<file path="src/rtl/endec_axis_bridge.sv">
// AXI-Stream bridge between the host DMA and the endec core: assembles a 10-beat request
// frame into core fields, then streams the 11-beat core result back with tlast on the final beat.
module endec_axis_bridge #(
    parameter int DATA_W   = 64,
    parameter int RX_BEATS = 10,
    parameter int TX_BEATS = 11
) (
    input  logic                       sys_clk,
    input  logic                       rst,
    input  logic [DATA_W-1:0]          s_axis_tdata,
    input  logic                       s_axis_tvalid,
    output logic                       s_axis_tready,
    input  logic                       s_axis_tlast,
    output logic [DATA_W-1:0]          m_axis_tdata,
    output logic                       m_axis_tvalid,
    input  logic                       m_axis_tready,
    output logic                       m_axis_tlast,
    output logic [26:0]                o_gen_poly_flat,
    output logic                       o_code_rate,
    output logic [7:0]                 o_prv_encoder_state,
    output logic [191:0]               o_encoder_data_frame,
    output logic [383:0]               o_decoder_data_frame,
    output logic                       o_core_start,
    input  logic                       i_core_done,
    input  logic [575:0]               i_encoder_data,
    input  logic [127:0]               i_decoder_data,
    output logic                       o_frame_err
);

    localparam int         RSP_W   = DATA_W * TX_BEATS;
    localparam int         MID_W   = DATA_W * (RX_BEATS - 2);
    localparam logic [3:0] RX_LAST = 4'(RX_BEATS - 1);
    localparam logic [3:0] TX_LAST = 4'(TX_BEATS - 1);

    typedef enum logic [2:0] {
        ST_RX,
        ST_DRAIN,
        ST_START,
        ST_WAIT,
        ST_TX
    } state_t;

    state_t             state, state_n;
    logic [3:0]         rx_cnt, tx_cnt;
    logic [35:0]        cfg_q;
    logic [MID_W-1:0]   data_q;
    logic [RSP_W-1:0]   rsp_r;
    logic               rx_fire, tx_fire, rx_at_last;
    logic               frame_ok, frame_err_n;

    // Beat 0 keeps only its config bits; beat 9 is consumed straight off the bus on load.
    always_comb begin
        state_n       = state;
        frame_ok      = 1'b0;
        frame_err_n   = 1'b0;
        s_axis_tready = (state == ST_RX) || (state == ST_DRAIN);
        m_axis_tvalid = (state == ST_TX);
        m_axis_tlast  = m_axis_tvalid && (tx_cnt == TX_LAST);
        rx_fire       = s_axis_tvalid && s_axis_tready;
        tx_fire       = m_axis_tvalid && m_axis_tready;
        rx_at_last    = (rx_cnt == RX_LAST);
        m_axis_tdata  = '0;
        for (int unsigned j = 0; j < TX_BEATS; j++) begin
            if (m_axis_tvalid && (tx_cnt == 4'(j))) begin
                m_axis_tdata = rsp_r[DATA_W*j +: DATA_W];
            end
        end

        case (state)
            ST_RX: begin
                if (rx_fire) begin
                    if (rx_at_last) begin
                        if (s_axis_tlast) begin
                            state_n  = ST_START;
                            frame_ok = 1'b1;
                        end else begin
                            state_n = ST_DRAIN;
                        end
                    end else if (s_axis_tlast) begin
                        frame_err_n = 1'b1;
                    end
                end
            end
            ST_DRAIN: begin
                if (rx_fire && s_axis_tlast) begin
                    frame_err_n = 1'b1;
                    state_n     = ST_RX;
                end
            end
            ST_START: state_n = ST_WAIT;
            ST_WAIT: begin
                if (i_core_done) begin
                    state_n = ST_TX;
                end
            end
            ST_TX: begin
                if (tx_fire && (tx_cnt == TX_LAST)) begin
                    state_n = ST_RX;
                end
            end
            default: state_n = ST_RX;
        endcase
    end

    always_ff @(posedge sys_clk) begin
        if (rst) begin
            state <= ST_RX;
        end else begin
            state <= state_n;
        end
    end

    always_ff @(posedge sys_clk) begin
        if (rst) begin
            rx_cnt               <= '0;
            tx_cnt               <= '0;
            cfg_q                <= '0;
            data_q               <= '0;
            rsp_r                <= '0;
            o_gen_poly_flat      <= '0;
            o_code_rate          <= 1'b0;
            o_prv_encoder_state  <= '0;
            o_encoder_data_frame <= '0;
            o_decoder_data_frame <= '0;
            o_core_start         <= 1'b0;
            o_frame_err          <= 1'b0;
        end else begin
            o_core_start <= frame_ok;
            o_frame_err  <= frame_err_n;

            if ((state == ST_RX) && rx_fire) begin
                if (rx_cnt == '0) begin
                    cfg_q <= s_axis_tdata[35:0];
                end
                for (int unsigned k = 1; k < RX_BEATS - 1; k++) begin
                    if (rx_cnt == 4'(k)) begin
                        data_q[DATA_W*(k-1) +: DATA_W] <= s_axis_tdata;
                    end
                end
                rx_cnt <= (s_axis_tlast || rx_at_last) ? '0 : rx_cnt + 4'd1;
            end

            if (frame_ok) begin
                o_gen_poly_flat      <= cfg_q[26:0];
                o_code_rate          <= cfg_q[27];
                o_prv_encoder_state  <= cfg_q[35:28];
                o_encoder_data_frame <= data_q[191:0];
                o_decoder_data_frame <= {s_axis_tdata, data_q[MID_W-1:192]};
            end

            if ((state == ST_WAIT) && i_core_done) begin
                rsp_r  <= {i_decoder_data, i_encoder_data};
                tx_cnt <= '0;
            end else if ((state == ST_TX) && tx_fire) begin
                tx_cnt <= (tx_cnt == TX_LAST) ? '0 : tx_cnt + 4'd1;
            end
        end
    end

endmodule

</file>
<file path="config.mk">
export PLATFORM = sky130hd
export DESIGN_NAME = endec_axis_bridge
export DESIGN_NICKNAME = d
export VERILOG_FILES = /design/src/rtl/endec_axis_bridge.sv
export SDC_FILE = /design/constraint.sdc
export NUM_CORES = 2
export LEC_CHECK = 0
export ABC_AREA = 1
export ABC_CLOCK_PERIOD_IN_PS = 5300
export CAP_MARGIN = 20
export CORE_AREA = 2 2 569 571
export CTS_CLUSTER_SIZE = 30
export DETAILED_ROUTE_END_ITERATION = 16
export DIE_AREA = 0 0 571 573
export GPL_TIMING_DRIVEN = 0
export PLACE_DENSITY = 0.46
export SKIP_LAST_GASP = 1
export SLEW_MARGIN = 20
export SYNTH_ARGS = -nofsm -noshare
export SYNTH_HDL_FRONTEND = slang
export SYNTH_SLANG_ARGS = --single-unit
export TNS_END_PERCENT = 100
</file>
<file path="constraint.sdc">
create_clock -name sys_clk -period 5.3 [get_ports sys_clk]
set_input_delay 1.06 -clock sys_clk [delete_from_list [all_inputs] [get_ports sys_clk]]
set_output_delay 1.06 -clock sys_clk [all_outputs]
set_load 0.05 [all_outputs]
</file>
==> results summary <==
After detailed routing, the number of vias per cell comes to 4.72. The total global-route track usage is 26.5%. TritonCTS built the clock tree. The routed length per instance came out at 29.0 um.

The slowest stage of the critical path belongs to the cell nand4_1. The source-to-sink clock delay at the later pin of the worst-skew pair came out at 0.88 ns. The hold buffer count at CTS came out at 0. The largest fanout on the critical path came out at 10.

After the first detailed-routing iteration, the DRC count stood at 7003. The cell area after placement came out at 89900 um2. The part of the Yosys area used for sequential elements is 53.6%. The layout overhead on the synthesized area came out at 39.1%.

The fraction of final layout cells with drive strength greater than 1 came out at 6.35%. The via count of the first global-routing pass is 69304. After the last flow step, the layout net total stands at 11772. The floorplan has 208 rows. The peak supply drop came out at 0.254 mV. The count of yosys warnings during synthesis came out at 0. In the global route stage, met1 resource usage came out at 34.4%. The layer flagged by global routing as most heavily used is met2. The standard cell core area came out at 320000 um2. The largest net degree at the start of global routing came out at 18.

TritonCTS created 219 clock buffers. The number of buffers and inverters on the critical path is 4. The area share of the leading cell type in the synthesized netlist came out at 53.6%. Dividing the final minimum period by the clock period gives 99.1%.

The number of stages on the worst hold path is 2. After synthesis, the cell types taking the most area are dfxtp_1, nor2_1, o21ai_0. The overall die area is 327000 um2. From bottom edge to top edge, the die measures 573 um.

The cell leakage power came out at 36.9 nW. The mapped netlist covers 70100 um2. The synthesized area per cell came out at 7.49 um2. The number of buffers on the longest clock path came out at 4. The kind of capture point of the worst setup path is an output pin. The count of input and output buffers came out at 1389.

The number of antenna violations at the first check in global routing is 229. In the post-synthesis netlist, the cell with the most instances is nor2_1. The final route contains 73472 vias. The kind of launch point of the worst setup path is a flop. The total number of cells along the worst setup path came out at 12.

The data arrival time of the critical path is 4.19 ns. The worst-case clock skew is 0.0926 ns. The placed wire-length estimate is 360 mm.

The dominant synthesized flop cell is dfxtp_1. The family with the most delay on the worst path is simple AND/OR/NAND/NOR gates. The routed wire length is 452 mm. Ranked by instance count, the synthesized netlist is headed by nor2_1, dfxtp_1, o21ai_0.

The post-synthesis sequential element count came out at 1877. The total count of max-transition violations in the final report was 0. The residual DRC count is 0.

The required time of the worst setup path is 4.24 ns. The flow ran to the end, and the final reports show no timing, DRC or antenna violations. Timing would allow up to 0.190 GHz. The I/O pin total is 1455.

For this run, asynchronously set or reset flops after synthesis account for 0%. Setup violations remaining at the end of the flow were counted as 0. The summed negative setup slack over all endpoints is 0 ns.

In this run the horizontal extent of the chip is 571 um. The CTS clock-pin slew for the worst setup and hold paths came out at 0.06 ns. The number of cells on the worst reg-to-reg path is 12. The global-route met3 utilization is 9.55%. The final design area excluding fillers came out at 97500 um2. The H-tree level count came out at 4. The congestion estimate from routability-driven global placement came to 0.960.

The areal power density over the cells came out at 323 nW/um2. The critical path goes through inv_1 -> nand2_1 -> nor2_4 -> buf_6 -> clkbuf_1 -> nand3_1 -> nand3_1 -> nor2_1 -> nand4_1 -> nor2_1 -> nand4_1 -> clkdlybuf4s15_2. The pin slew with the least headroom to its limit is 1.29 ns. Across the run, the number of max-cap violations was 0. Setup repair after global routing could not meet its margin everywhere.

The number of cells produced by synthesis is 9355. The iteration count of the initial detailed-routing pass is 6. The number of antenna-violating nets in the routed design came out at 0. The total clock sinks came out at 1877. The peak per-stage delay on the critical path came out at 0.56 ns. The post-route minimum period is 5.25 ns. The final hold violation count is 0. The post-synthesis cell type count came out at 26. The worst setup path is of the reg -> out kind. The net count after synthesis is 10133.

The biggest area contributor in the post-synthesis netlist is dfxtp_1. The initial cell density of the core is 21.9%. The global-route congestion overflow total came out at 0.

The first-pass GRT wire length came out at 597 mm. Counting flops with a built-in enable in the synthesized netlist gives 0. The worst-case headroom to the max-slew limit is 13.1%. The cell at the root of the clock tree is clkbuf_16.

Global routing used 38.2% of the available met2 tracks. The class of the tightest hold or removal check is reg -> reg.
## per-stage QoR
step           worst slack, ns  cells  power, mW  hold WS, ns  util, %
2_1_floorplan             2.01   9355       15.0        0.430        -
3_3_place_gp            -0.402  15049       16.2        0.439     27.9
6_report                0.0457  15577       31.5        0.438     30.4
5_1_grt                 -0.139  15542       32.2        0.440     30.4
4_1_cts                 -0.142  15479       31.6        0.424     30.4
3_5_place_dp            -0.229  15070       16.2        0.444     28.1
## cell families after synthesis
family	share of synthesized area (%)
fa+ha+maj	0.0714
flops	53.6
xor+xnor	0.0250
buf+inv	6.05
simple gates	24.5
compound gates	15.8
## metal layers
metal  up-vias  share of wire (%)
li1      34132                  -
met1     35289                 43
met2      3176                 41
met3       801                 11
met4        74                5.2
met5         -               0.10
## report_power, final
group	switching (mW)	leakage, nW	internal [mW]
Sequential	0.0309	15.1	14.2
Clock	6.71	3.60	8.86
Combinational	1.08	18.2	0.618
Total	7.83	36.9	23.7
## flip-flops by register name, indices dropped and copies added, names as in the netlist
register	count
cfg_q	36
data_q	512
o_code_rate	1
o_core_start	1
o_decoder_data_frame	384
o_encoder_data_frame	192
o_frame_err	1
o_gen_poly_flat	27
o_prv_encoder_state	8
rsp_r	704
rx_cnt	4
state	3
tx_cnt	4
## cell type report
| type | count | area, um2 |
|---|---|---|
| Sequential cell | 1877 | 37600 |
| Clock inverter | 67 | 608 |
| Clock buffer | 335 | 6640 |
| Fill cell | 34994 | 223000 |
| Buffer | 825 | 3390 |
| Inverter | 260 | 976 |
| Multi-Input combinational cell | 6393 | 28400 |
| Timing Repair Buffer | 1418 | 14300 |
| Antenna cell | 97 | 243 |
| Tap cell | 4305 | 5390 |
## final timing paths
path,start,to,slack [ns]
worst max-delay path,tx_cnt[2],m_axis_tdata[47],0.05
worst min register to register,data_q[390],o_decoder_data_frame[198],0.44
worst min-delay path,data_q[390],o_decoder_data_frame[198],0.44
worst max register to register,rx_cnt[0],o_encoder_data_frame[88],1.19
## layout by cell type, fill, tap and decap left out, types with 6 or more instances in the layout
cell,count
nor2_1,2196
buf_16,8
nor2_2,14
inv_2,15
nand2_1,982
dlygate4sd2_1,14
buf_6,6
clkdlybuf4s50_1,1325
clkbuf_16,223
nand3_1,837
nor2_4,11
diode_2,97
clkbuf_2,71
buf_2,177
a21oi_1,907
o21ai_1,129
clkinv_2,43
nor3_1,6
dfxtp_1,1877
o21ai_0,1163
clkdlybuf4s15_2,28
inv_1,245
buf_4,6
buf_1,38
clkbuf_8,64
clkbuf_1,603
nand4_1,129
## worst min-delay path, cell delays in order (launching register included)
cell     delay [ns]
dfxtp_1        0.32
nor2_1         0.05
nor2_1         0.09
## repair_timing
action,CTS,global route
buffers inserted,7,1
resized for setup,170,68
pin swaps,4,3
setup endpoints to repair,64,48
Note: power is estimated with default switching activity, not from simulation.
